<file path="src/rtl/dmux4way_dispatcher_pkg.sv">
// Shared encodings for the 4-way dispatcher: FSM state codes, channel indices
// and the channel rotation helper.
package dmux4way_dispatcher_pkg;

  typedef logic [1:0] state_t;
  typedef logic [1:0] ch_t;

  localparam state_t IDLE     = 2'd0;
  localparam state_t HOLD     = 2'd1;
  localparam state_t RETARGET = 2'd2;

  localparam ch_t CH_A = 2'd0;
  localparam ch_t CH_B = 2'd1;
  localparam ch_t CH_C = 2'd2;
  localparam ch_t CH_D = 2'd3;

  // Channel after ch, wrapping d -> a.
  function automatic ch_t next_ch(input ch_t ch);
    return ch + 2'd1;
  endfunction

endpackage

</file>
<file path="src/rtl/dmux4way_dispatcher_if.sv">
// Source/consumer bus of the 4-way dispatcher: input handshake, shared data,
// one-hot channel valids/readys and the counter read port.
interface dmux4way_dispatcher_if #(
  parameter int unsigned WIDTH = 16,
  parameter int unsigned CNT_W = 8
);

  logic [WIDTH-1:0] in;
  logic             in_valid;
  logic             in_ready;
  logic             mode;
  logic [1:0]       sel;
  logic [WIDTH-1:0] out;
  logic             a_valid;
  logic             b_valid;
  logic             c_valid;
  logic             d_valid;
  logic             a_ready;
  logic             b_ready;
  logic             c_ready;
  logic             d_ready;
  logic [1:0]       count_sel;
  logic [CNT_W-1:0] count;

  modport master (
    output in, in_valid, mode, sel, a_ready, b_ready, c_ready, d_ready, count_sel,
    input  in_ready, out, a_valid, b_valid, c_valid, d_valid, count
  );

  modport slave (
    input  in, in_valid, mode, sel, a_ready, b_ready, c_ready, d_ready, count_sel,
    output in_ready, out, a_valid, b_valid, c_valid, d_valid, count
  );

endinterface

</file>
<file path="src/rtl/dmux4way_dispatcher_dmux.sv">
// 4-way demultiplexer gate: routes a single bit to one of four outputs.
module dmux4way_dispatcher_dmux (
  input  logic       in_i,
  input  logic [1:0] sel_i,
  output logic       a_o,
  output logic       b_o,
  output logic       c_o,
  output logic       d_o
);

  always_comb begin
    a_o = 1'b0;
    b_o = 1'b0;
    c_o = 1'b0;
    d_o = 1'b0;
    unique case (sel_i)
      2'd0: a_o = in_i;
      2'd1: b_o = in_i;
      2'd2: c_o = in_i;
      2'd3: d_o = in_i;
      default: ;
    endcase
  end

endmodule

</file>
<file path="src/rtl/dmux4way_dispatcher.sv">
// Dispatches captured words to one of four consumers, directed or round-robin,
// with a one-word holding register, stall re-targeting and per-channel counters.
module dmux4way_dispatcher
  import dmux4way_dispatcher_pkg::*;
#(
  parameter int unsigned WIDTH   = 16,
  parameter int unsigned CNT_W   = 8,
  parameter int unsigned TIMEOUT = 7
) (
  input logic                 clock,
  input logic                 reset,
  dmux4way_dispatcher_if.slave bus
);

  localparam int unsigned StallW = $clog2(TIMEOUT + 1);

  state_t            state_q, state_d;
  logic [WIDTH-1:0]  out_q, out_d;
  ch_t               target_q, target_d;
  ch_t               rr_ptr_q, rr_ptr_d;
  logic [StallW-1:0] stall_q, stall_d;
  logic              mode_q, mode_d;
  logic [CNT_W-1:0]  cnt_q [4];
  logic [CNT_W-1:0]  cnt_d [4];

  logic [3:0] ready_vec;
  logic       tgt_ready;
  logic       held_valid;
  logic       in_ready;

  assign ready_vec  = {bus.d_ready, bus.c_ready, bus.b_ready, bus.a_ready};
  assign tgt_ready  = ready_vec[target_q];
  assign held_valid = (state_q == HOLD);
  assign in_ready   = (state_q == IDLE) && !reset;

  assign bus.in_ready = in_ready;
  assign bus.out      = out_q;
  assign bus.count    = cnt_q[bus.count_sel];

  always_comb begin
    state_d  = state_q;
    out_d    = out_q;
    target_d = target_q;
    rr_ptr_d = rr_ptr_q;
    stall_d  = stall_q;
    mode_d   = mode_q;
    cnt_d    = cnt_q;

    case (state_q)
      IDLE: begin
        if (bus.in_valid && in_ready) begin
          out_d    = bus.in;
          stall_d  = '0;
          mode_d   = bus.mode;
          target_d = bus.mode ? rr_ptr_q : bus.sel;
          state_d  = HOLD;
        end
      end
      HOLD: begin
        if (tgt_ready) begin
          cnt_d[target_q] = cnt_q[target_q] + 1'b1;
          if (mode_q) rr_ptr_d = next_ch(target_q);
          state_d = IDLE;
        end else if (mode_q && (stall_q == StallW'(TIMEOUT))) begin
          state_d = RETARGET;
        end else if (stall_q != '1) begin
          stall_d = stall_q + 1'b1;
        end
      end
      RETARGET: begin
        // Word stays held; only the destination moves on.
        target_d = next_ch(target_q);
        stall_d  = '0;
        state_d  = HOLD;
      end
      default: state_d = IDLE;
    endcase
  end

  always_ff @(posedge clock) begin
    if (reset) begin
      state_q  <= IDLE;
      out_q    <= '0;
      target_q <= CH_A;
      rr_ptr_q <= CH_A;
      stall_q  <= '0;
      mode_q   <= 1'b0;
      for (int i = 0; i < 4; i++) cnt_q[i] <= '0;
    end else begin
      state_q  <= state_d;
      out_q    <= out_d;
      target_q <= target_d;
      rr_ptr_q <= rr_ptr_d;
      stall_q  <= stall_d;
      mode_q   <= mode_d;
      for (int i = 0; i < 4; i++) cnt_q[i] <= cnt_d[i];
    end
  end

  dmux4way_dispatcher_dmux u_dmux (
    .in_i  (held_valid),
    .sel_i (target_q),
    .a_o   (bus.a_valid),
    .b_o   (bus.b_valid),
    .c_o   (bus.c_valid),
    .d_o   (bus.d_valid)
  );

endmodule

</file>
<file path="src/flat_wrapper.sv">
// flat-port wrapper written by rule: the top's interface ports become plain ports
module dmux4way_dispatcher_flat import dmux4way_dispatcher_pkg::*;
#(
  parameter int unsigned WIDTH   = 16,
  parameter int unsigned CNT_W   = 8,
  parameter int unsigned TIMEOUT = 7
)
  (clock, reset, bus_in, bus_in_valid, bus_mode, bus_sel, bus_a_ready, bus_b_ready, bus_c_ready, bus_d_ready, bus_count_sel, bus_in_ready, bus_out, bus_a_valid, bus_b_valid, bus_c_valid, bus_d_valid, bus_count);
  dmux4way_dispatcher_if #(.WIDTH(WIDTH), .CNT_W(CNT_W)) bus_i ();
  input logic clock;
  input logic reset;
  input wire logic [$bits(bus_i.in)-1:0] bus_in;
  input wire logic [$bits(bus_i.in_valid)-1:0] bus_in_valid;
  input wire logic [$bits(bus_i.mode)-1:0] bus_mode;
  input wire logic [$bits(bus_i.sel)-1:0] bus_sel;
  input wire logic [$bits(bus_i.a_ready)-1:0] bus_a_ready;
  input wire logic [$bits(bus_i.b_ready)-1:0] bus_b_ready;
  input wire logic [$bits(bus_i.c_ready)-1:0] bus_c_ready;
  input wire logic [$bits(bus_i.d_ready)-1:0] bus_d_ready;
  input wire logic [$bits(bus_i.count_sel)-1:0] bus_count_sel;
  output wire logic [$bits(bus_i.in_ready)-1:0] bus_in_ready;
  output wire logic [$bits(bus_i.out)-1:0] bus_out;
  output wire logic [$bits(bus_i.a_valid)-1:0] bus_a_valid;
  output wire logic [$bits(bus_i.b_valid)-1:0] bus_b_valid;
  output wire logic [$bits(bus_i.c_valid)-1:0] bus_c_valid;
  output wire logic [$bits(bus_i.d_valid)-1:0] bus_d_valid;
  output wire logic [$bits(bus_i.count)-1:0] bus_count;
  assign bus_i.in = bus_in;
  assign bus_i.in_valid = bus_in_valid;
  assign bus_i.mode = bus_mode;
  assign bus_i.sel = bus_sel;
  assign bus_i.a_ready = bus_a_ready;
  assign bus_i.b_ready = bus_b_ready;
  assign bus_i.c_ready = bus_c_ready;
  assign bus_i.d_ready = bus_d_ready;
  assign bus_i.count_sel = bus_count_sel;
  assign bus_in_ready = bus_i.in_ready;
  assign bus_out = bus_i.out;
  assign bus_a_valid = bus_i.a_valid;
  assign bus_b_valid = bus_i.b_valid;
  assign bus_c_valid = bus_i.c_valid;
  assign bus_d_valid = bus_i.d_valid;
  assign bus_count = bus_i.count;
  dmux4way_dispatcher #(.WIDTH(WIDTH), .CNT_W(CNT_W), .TIMEOUT(TIMEOUT)) u_core (.clock(clock), .reset(reset), .bus(bus_i));
endmodule
</file>
<file path="config.mk">
export PLATFORM = sky130hd
export DESIGN_NAME = dmux4way_dispatcher_flat
export DESIGN_NICKNAME = d
export VERILOG_FILES = /design/src/rtl/dmux4way_dispatcher_pkg.sv /design/src/rtl/dmux4way_dispatcher_if.sv /design/src/rtl/dmux4way_dispatcher_dmux.sv /design/src/rtl/dmux4way_dispatcher.sv /design/src/flat_wrapper.sv
export SDC_FILE = /design/constraint.sdc
export NUM_CORES = 1
export LEC_CHECK = 0
export BUFFER_PORTS_ARGS = -buffer_cell sky130_fd_sc_hd__buf_2
export CAP_MARGIN = 20
export CORE_MARGIN = 4
export CORE_UTILIZATION = 54
export DETAILED_ROUTE_END_ITERATION = 12
export PLACE_DENSITY = 0.79
export SYNTH_ARGS = -nofsm -noshare
export SYNTH_HDL_FRONTEND = slang
export SYNTH_SLANG_ARGS = --single-unit
</file>
<file path="constraint.sdc">
create_clock -name clock -period 2.25 [get_ports clock]
set_input_delay 0.1125 -clock clock [delete_from_list [all_inputs] [get_ports clock]]
set_output_delay 0.1125 -clock clock [all_outputs]
set_load 0.05 [all_outputs]
</file>
Word level (Yosys, flattened, before mapping)
Cells that the tools add are included.
W data, S select, Z words.

word-level totals
  register bits = 58
  input bits = 28
  output and inout bits = 29

operators by class
  add/sub/neg operators = 3
  $lt $le $gt $ge = 4
  eq/ne operators = 12
  muxes and demuxes = 27
  bitwise gates (word level) = 2
  reduce and logical (&&, ||, !) cells = 15

operator list
  cell                   number
  $mux W8                5
  $bmux W8 S2            2
  $bwmux W32             1
  $demux W8 S2           1
  $mux W3                4
  $mux W2                5
  $pmux W3 S3            1
  $add A8 B1 Y8 const B  1
  $reduce_and A2 Y1      4
  $eq A2 B2 Y1 const B   3
  $ge A3 B3 Y1 const B   2
  $ne A2 B2 Y1 const B   3
  $not A2 Y3             2
  $pmux W2 S3            1
  $mux W1                5
  $reduce_and A5 Y1      1
  $eq A2 B1 Y1 const B   2
  $logic_and A1 B1 Y1    4
  $logic_not A2 Y1       2
  $pmux W2 S2            1
  $add A3 B1 Y3 const B  1
  $eq A3 B3 Y1 const B   1
  $lt A2 B3 Y1 const B   1
  $lt A3 B1 Y1 const B   1
  9 further kinds        9

Depth between registers and ports, before layout
Gate-level depths: netlist of the first run.

  word-level depth = 6
  mapped depth = 8
  gate-level depth less buffers = 5

Hierarchy
From an unflattened synthesis of the first run, not the netlist that was laid out.

unflattened totals
  cell total of the unflattened synthesis = 282
  area, all modules = 2,816.5 µm²

modules (own cells, without submodules)
  module                    times used  cells an instance  area each (µm²)
  dmux4way_dispatcher       1           278                2,778.9
  dmux4way_dispatcher_dmux  1           4                  37.5

Worst setup path before layout of the first run
Ideal clock, no wire load.

  path kind = reg-to-reg
  start point = register u_core.target_q[0]
  end point = register u_core.cnt_q[13] (netlist bit)
  arrival = 1,875 ps
  path slack = 284 ps
  cell stages (with the launch flop) = 5
  clock period less this slack = 1,966 ps
  cells stage by stage = dfxtp_1 buf_6 mux4_1 or3_2 a311oi_1

between the ends
  word-level cells in the longest chain between the ends = 6
  elaborated cells on any way between the ends = 14

RTL lines
  what                                                                  RTL line                   text
  start: declaration                                                    dmux4way_dispatcher.sv:19  ch_t target_q, target_d;
  start signal: assignment                                              dmux4way_dispatcher.sv:92  target_q <= target_d;
  $not A2 Y3 (implied by the code)                                      dmux4way_dispatcher.sv:61  cnt_d[target_q] = cnt_q[target_q] + 1'b1;
  $bmux W8 S2 (tied with other cells)                                   dmux4way_dispatcher.sv:61
  $mux W8 (implied by the code) or $logic_and A1 B1 Y1 (tied branches)  dmux4way_dispatcher.sv:61
  $mux W8 (implied by the code)                                         dmux4way_dispatcher.sv:61
  $add A8 B1 Y8 or $demux W8 S2 (tied branches)                         dmux4way_dispatcher.sv:61
  $bwmux W32                                                            dmux4way_dispatcher.sv:61
  end: declaration                                                      dmux4way_dispatcher.sv:23  logic [CNT_W-1:0] cnt_q [4];

Several ways; a longest one is shown, not always the timed one. The select of a mux whose other input is x is not followed.
A chain may end at the register's enable or synchronous reset.

Worst setup path in the final report of the first run
  start point = register u_core.target_q[0]
  end point = register u_core.cnt_q[17] (netlist bit)

Same word-level chain as after synthesis.

==> impl_results.md, run 1 <==
* Port bufs at 56
* Post-synthesis sequential area ratio at 0.416
* Busiest grt layer: met2
* Number of global-route vias before repair at 2332
* Routing usage on met1 at 0.261
* Slew Limit Fails at 0
* Net Count, Synth at 318
* All-Layer GR Usage at 0.217
* Count leader, synth: dfxtp_1
* Max Cap Viol at 0
* Clock skew at 0.00913 ns
* FF+latch area at 0.00116 mm2
* Via/cell ratio at 5.60
* Delay of the slowest cell on the worst path at 0.69 ns
* Root Driver: clkbuf_8
* Initial DRC Count at 164
* DR vias at 2346
* Sink Count at 58
* WP data required at 2.51 ns
* Clk pin slew, worst setup/hold paths at 0.07 ns
* Critical Path Sink Type: register
* Largest net degree at the start of global routing at 59
* VDD IR max at 446 uV
* Worst-case reg-to-reg path depth at 5
* Synth cell types at 34
* Max_slew headroom at 0.586
* I/O pin count at 57
* Die H at 79.9 um
* Leading area contributor after synthesis: dfxtp_1
* Setup crit start kind: register
* Final RePlAce weighted congestion at 0.821
* Row count at 25
* Layout area overhead at 23.4%
* Worst hold path type: primary input to register
* Leakage at 1.37 nW
* GRT overflow at 0
* Starting Density at 0.576
* CP cell instances: buf_12, mux4_1, and3_1, nand2b_1, a21oi_1
* CTS Buffer Depth at 2
* Post-route ant nets at 0
* Mapped Area at 0.00279 mm2
* Setup repair after global routing missed its margin: no
* Predominant post-synthesis flop cell: dfxtp_1
* Overall power at 2.27 mW
* CP arrival at 2.37 ns
* Post-layout util at 0.710
* CTS HTree Levels at 3
* CP max stage cell: mux4_1
* Routed WL at 6230 um
* Final setup fails at 0
* M2 GR Usage at 0.358
* Multi-input logic area at 0.00152 mm2
* Most instantiated cells after synthesis: 58 x dfxtp_1, 36 x nor2_1, 22 x nand2_1
* Post-placement cell count at 388
* Fmax at 0.475 GHz
* Worst skew pair latency at 0.34 ns
* EDFF count, synth at 0
* Fin crit share at 0.936
* Status: complete, no violations
* Core outline area at 0.00485 mm2
* Drt pass-1 iters at 4
* CTS tree: done
* Crit path kind: register to register
* Die ar. at 0.00638 mm2
* Hpwl dp at 4180 um
* Ant diodes at 0
* Avg Cell Area, Syn at 9.86 um2
* Async SR Flop Fraction at 0
* Post-Syn Instances at 283
* Ys Warns at 0
* Yosys reg bits at 58
* Final Hold Fails at 0
* Final worst path period need at 2.11 ns
* Layout cells sized above 1 at 0.256
* First-pass GRT wire length at 10700 um
* Non-Filler Instances at 419
* Num CTS Buffers at 9
* DRC Markers at 0
* Fillers at 351
* Worst slew pin tran at 0.622 ns
* Initial antenna violation count at 0
* CP Max Fanout at 16
* PostCTS Resize Cnt at 0
* Nets at 383
* PwrDens at 660 mW/mm2
* Yosys top cell area share at 0.416
* Synth area leaders: dfxtp_1 42%, mux4_2 8.9%, mux4_1 5.6%
* WL per Instance at 14.9 um
* Met3 Resource Use GR at 0.0621
* TNS Setup at 0 ns
* Width of the die at 79.9 um
* Hold path depth at 3
path summary, 6_finish.rpt:
path / startpoint / end / slack [ns]
setup / recovery: u_core.target_q[0]$_SDFFE_PP0P_ / u_core.cnt_q[17]$_SDFFE_PP0P_ / 0.14
setup reg to reg: u_core.target_q[0]$_SDFFE_PP0P_ / u_core.cnt_q[17]$_SDFFE_PP0P_ / 0.14
hold / removal: bus_mode / u_core.mode_q$_SDFFE_PP0P_ / 0.02
hold reg to reg: u_core.stall_q[2]$_SDFFE_PP0P_ / u_core.stall_q[2]$_SDFFE_PP0P_ / 0.47
cells by family after synthesis:
logic type      count (synthesis)  synth area share
xor+xnor                        3           0.00941
simple gates                  105             0.186
flops                          58             0.416
buf+inv                        27            0.0412
mux                            27             0.181
compound gates                 56             0.135
fa+ha+maj                       7            0.0314
final cells by class:
type	count	area share
Clock buffer	12	0.0450
Inverter	4	0.00436
Multi-Input combinational cell	198	0.442
Timing Repair Buffer	77	0.142
Sequential cell	58	0.337
Clock inverter	3	0.00436
Tap cell	67	0.0243
metrics by stage:
| step | cell area [um2] | setup slack (ns) | hold WS (ns) |
|---|---|---|---|
| CTS | 3440 | 0.138 | 0.0157 |
| global placement | 3110 | 0.222 | 0.307 |
| global route | 3440 | 0.00363 | 0.0395 |
| finish | 3440 | 0.144 | 0.0229 |
| floorplan | 2790 | 0.284 | 0.221 |
| detailed placement | 3110 | 0.153 | 0.315 |
flip-flops by register name (all words and copies together), names as in the netlist:
signal and count:
u_core.cnt_q 32, u_core.bus.out 16, u_core.stall_q 3, u_core.rr_ptr_q 2
u_core.state_q 2, u_core.target_q 2, u_core.mode_q 1
placed cells by master (no fill, tap or decap), drive strengths merged, types with 2 or more instances in the layout:
cell / n
a21oi: 5
nand3: 7
mux2i: 10
buf: 61
dlygate4sd3: 16
clkinv: 3
nand2: 22
and2: 4
o21ai: 19
inv: 4
or3: 3
xor2: 2
a211oi: 17
ha: 7
nor2: 36
a311oi: 12
dfxtp: 58
clkbuf: 12
nand2b: 21
nor3: 3
mux4: 17
and3: 4
metal layers:
layer	wire, um	vias up
li1	-	1166
met1	2730	1105
met2	3010	66
met3	407	9
met4	73	0
met5	0	-
worst max-delay path, delay by kind of cell, from the launching register on:
family / cells / cell delay [ns]
AND/OR/NAND/NOR: 2 / 0.65
flip-flops: 1 / 0.37
AO/OA/AOI/OAI: 1 / 0.15
multiplexers: 1 / 0.69
buffers and inverters: 1 / 0.16
where the power goes:
group	switching, mW	internal, mW
Clock	0.386	0.447
Sequential	0.0257	1.07
Combinational	0.219	0.128
timing repair:
| action | 4_1_cts | 5_1_grt |
|---|---|---|
| setup buffers | 0 | 0 |
| endpoints found under the hold margin | 16 | 0 |
| endpoints found under the setup margin | 0 | 0 |
| hold buffers | 16 | 0 |
No activity file was read; power rests on OpenSTA's default activity.
==> run 2: changes to the inputs <==
--- a/config.mk
+++ b/config.mk
@@ -7,10 +7,11 @@
 export LEC_CHECK = 0
 export BUFFER_PORTS_ARGS = -buffer_cell sky130_fd_sc_hd__buf_2
 export CAP_MARGIN = 20
-export CORE_MARGIN = 4
+export CORE_MARGIN = 1.5
 export CORE_UTILIZATION = 54
 export DETAILED_ROUTE_END_ITERATION = 12
 export PLACE_DENSITY = 0.79
 export SYNTH_ARGS = -nofsm -noshare
 export SYNTH_HDL_FRONTEND = slang
+export SYNTH_HIERARCHICAL = 1
 export SYNTH_SLANG_ARGS = --single-unit
==> run 2 against run 1 <==
Register-to-register slack about the same. Worst hold slack better by 0.028 ns. Maximum frequency up 0.47%. Total power up 10%. Combinational power up 4%. Global-route usage up 3.0 points. Clock power up 27%. Largest cell class unchanged.
==> impl_results.md, run 2 <==
* Avg Cell Area, Syn at 9.99 um2 (was 9.86 um2)
* Clock skew at 0.00630 ns (was 0.00913 ns)
* Layout cells sized above 1 at 0.275 (was 0.256)
* CTS HTree Levels at 3 (unchanged)
* Status: complete, no violations (unchanged)
* WL per Instance at 15.3 um (was 14.9 um)
* Die H at 75.2 um (was 79.9 um)
* First-pass GRT wire length at 10200 um (was 10700 um)
* Nets at 386 (was 383)
* CP arrival at 2.27 ns (was 2.37 ns)
* Initial DRC Count at 265 (was 164)
* CP Max Fanout at 9 (was 16)
* I/O pin count at 57 (unchanged)
* Final Hold Fails at 0 (unchanged)
* Overall power at 2.51 mW (was 2.27 mW)
* Leading area contributor after synthesis: dfxtp_1 (unchanged)
* Commonest non-fill, non-tap cell in the layout: dfxtp_1 (unchanged)
* Fmax at 0.477 GHz (was 0.475 GHz)
* Post-CTS Setup Repair Bufs at 0 (unchanged)
* Max_slew headroom at 0.578 (was 0.586)
* Core outline area at 0.00507 mm2 (was 0.00485 mm2)
* Layout area overhead at 25.9% (was 23.4%)
* EDFF count, synth at 0 (unchanged)
* Hold buffer count at cts at 16 (unchanged)
* TNS Setup at 0 ns (unchanged)
* Post-layout util at 0.698 (was 0.710)
* Final setup fails at 0 (unchanged)
* Net Count, Synth at 317 (was 318)
* Via/cell ratio at 5.59 (was 5.60)
* DRC Markers at 0 (unchanged)
* Yosys reg bits at 58 (unchanged)
* Crit path kind: register to register (unchanged)
* Post-synthesis sequential area ratio at 0.412 (was 0.416)
* Worst skew pair latency at 0.33 ns (was 0.34 ns)
* Worst slew pin tran at 0.633 ns (was 0.622 ns)
* Max Cap Viol at 0 (unchanged)
* Fillers at 375 (was 351)
* Critical Path Sink Type: register (unchanged)
* Async SR Flop Fraction at 0 (unchanged)
* PostCTS Resize Cnt at 0 (unchanged)
* Leakage at 1.42 nW (was 1.37 nW)
* Top reg by flops: u_core/cnt_q (was u_core.cnt_q)
* Starting Density at 0.555 (was 0.576)
* Drt pass-1 iters at 4 (unchanged)
* Synth cell types at 38 (was 34)
* Largest net degree at the start of global routing at 60 (was 59)
* Worst hold path type: primary input to register (unchanged)
* Routed WL at 6530 um (was 6230 um)
* PwrDens at 707 mW/mm2 (was 660 mW/mm2)
* Predominant post-synthesis flop cell: dfxtp_1 (unchanged)
* Clk pin slew, worst setup/hold paths at 0.07 ns (about the same)
* Hold WS at 0.0512 ns (was 0.0229 ns)
* Final RePlAce weighted congestion at 0.779 (was 0.821)
* Die ar. at 0.00566 mm2 (was 0.00638 mm2)
* Count leader, synth: dfxtp_1 (unchanged)
* Number of global-route vias before repair at 2146 (was 2332)
* Fin crit share at 0.932 (was 0.936)
* Sink Count at 58 (unchanged)
* Slew Limit Fails at 0 (unchanged)
* Synth area leaders: dfxtp_1 41%, mux4_2 9.6%, nor2_1 5.2% (was dfxtp_1 42%, mux4_2 8.9%, mux4_1 5.6%)
* Setup repair after global routing missed its margin: no (unchanged)
* Hold path depth at 3 (unchanged)
* All-Layer GR Usage at 0.247 (was 0.217)
* Post-route ant nets at 0 (unchanged)
* Ant diodes at 0 (unchanged)
* Port bufs at 56 (unchanged)
* CTS Buffer Depth at 2 (unchanged)
* Root Driver: clkbuf_8 (unchanged)
* Most frequent cells in the layout: 58 x dfxtp_1, 56 x buf_2, 39 x nor2_1 (was 58 x dfxtp_1, 56 x buf_2, 36 x nor2_1)
* Worst-case reg-to-reg path depth at 6 (was 5)
* Yosys top cell area share at 0.412 (was 0.416)
* Setup crit start kind: register (unchanged)
* VDD IR max at 472 uV (was 446 uV)
* Largest register FFs at 32 (unchanged)
* Most instantiated cells after synthesis: 58 x dfxtp_1, 39 x nor2_1, 21 x nand2_1, 21 x o21ai_0, 20 x clkbuf_1 (was 58 x dfxtp_1, 36 x nor2_1, 22 x nand2_1)
* Width of the die at 75.2 um (was 79.9 um)
* DR vias at 2381 (was 2346)
* Initial antenna violation count at 0 (unchanged)
* Ys Warns at 6 (was 0)
* CTS tree: done (unchanged)
* Hpwl dp at 4120 um (was 4180 um)
* Mapped Area at 0.00282 mm2 (was 0.00279 mm2)
* Row count at 26 (was 25)
* Post-Syn Instances at 282 (was 283)
* GRT overflow at 0 (unchanged)
* WP data required at 2.43 ns (was 2.51 ns)
* Final worst path period need at 2.10 ns (was 2.11 ns)
* Num CTS Buffers at 9 (unchanged)
==> run 2: logic make-up (layout without fill, tap and decap cells) <==
kind of cell / after synthesis / in the layout / share of synthesized area
AO/OA/AOI/OAI: 58 / 58 / 0.139
buffers and inverters: 25 / 99 / 0.0364
multiplexers: 28 / 28 / 0.182
adder cells (fa/ha/maj): 7 / 7 / 0.0311
flip-flops: 58 / 58 / 0.412
AND/OR/NAND/NOR: 103 / 103 / 0.191
XOR/XNOR: 3 / 3 / 0.00933
==> run 2: critical path, stage by stage (launching register included) <==
cell      delay (ns)
dfxtp_1         0.33
buf_4           0.20
mux4_2          0.61
ha_1            0.28
nand3_1         0.10
xor2_1          0.28
a211oi_1        0.15
==> run 2: power by group <==
| group | switching, mW | total (mW) | internal, mW |
|---|---|---|---|
| Combinational | 0.228 | 0.361 | 0.133 |
| Clock | 0.407 | 1.06 | 0.650 |
| Sequential | 0.0240 | 1.09 | 1.07 |
| Total | 0.658 | 2.51 | 1.85 |
==> run 2: layer usage <==
layer / part of all wire / GRT usage / wire length [um]
met2: 0.49 / 0.407 / 3220
met1: 0.44 / 0.313 / 2880
met3: 0.046 / 0.0495 / 303
met4: 0.020 / 0.113 / 129
met5: 0 / 0 / 0
==> run 2: worst paths after layout <==
path | from | to | slack, ns
worst min register to register | u_core/bus.out[1]$_SDFFE_PP0P_ | u_core/bus.out[1]$_SDFFE_PP0P_ | 0.47
worst min-delay path | bus_mode | u_core/mode_q$_SDFFE_PP0P_ | 0.05
worst max register to register | u_core/target_q[0]$_SDFFE_PP0P_ | u_core/cnt_q[4]$_SDFFE_PP0P_ | 0.15
worst max-delay path | u_core/target_q[0]$_SDFFE_PP0P_ | u_core/cnt_q[4]$_SDFFE_PP0P_ | 0.15
==> run 2: cell type report <==
type,count,area [um2],area share
flip-flops and latches,58,1160,0.328
multi-input cells,199,1560,0.441
clock inverters,5,77.6,0.0219
inverters,2,7.51,0.00212
clock buffers,11,141,0.0399
repair buffers,81,508,0.143
well taps,70,87.6,0.0247
==> run 2: through the flow <==
stage	setup slack, ns	area, um2	instances
global route	0.00238	3540	426
finish	0.154	3540	426
detailed placement	0.186	3170	394
CTS	0.153	3540	426
floorplan	0.190	2820	282
global placement	0.232	3170	394
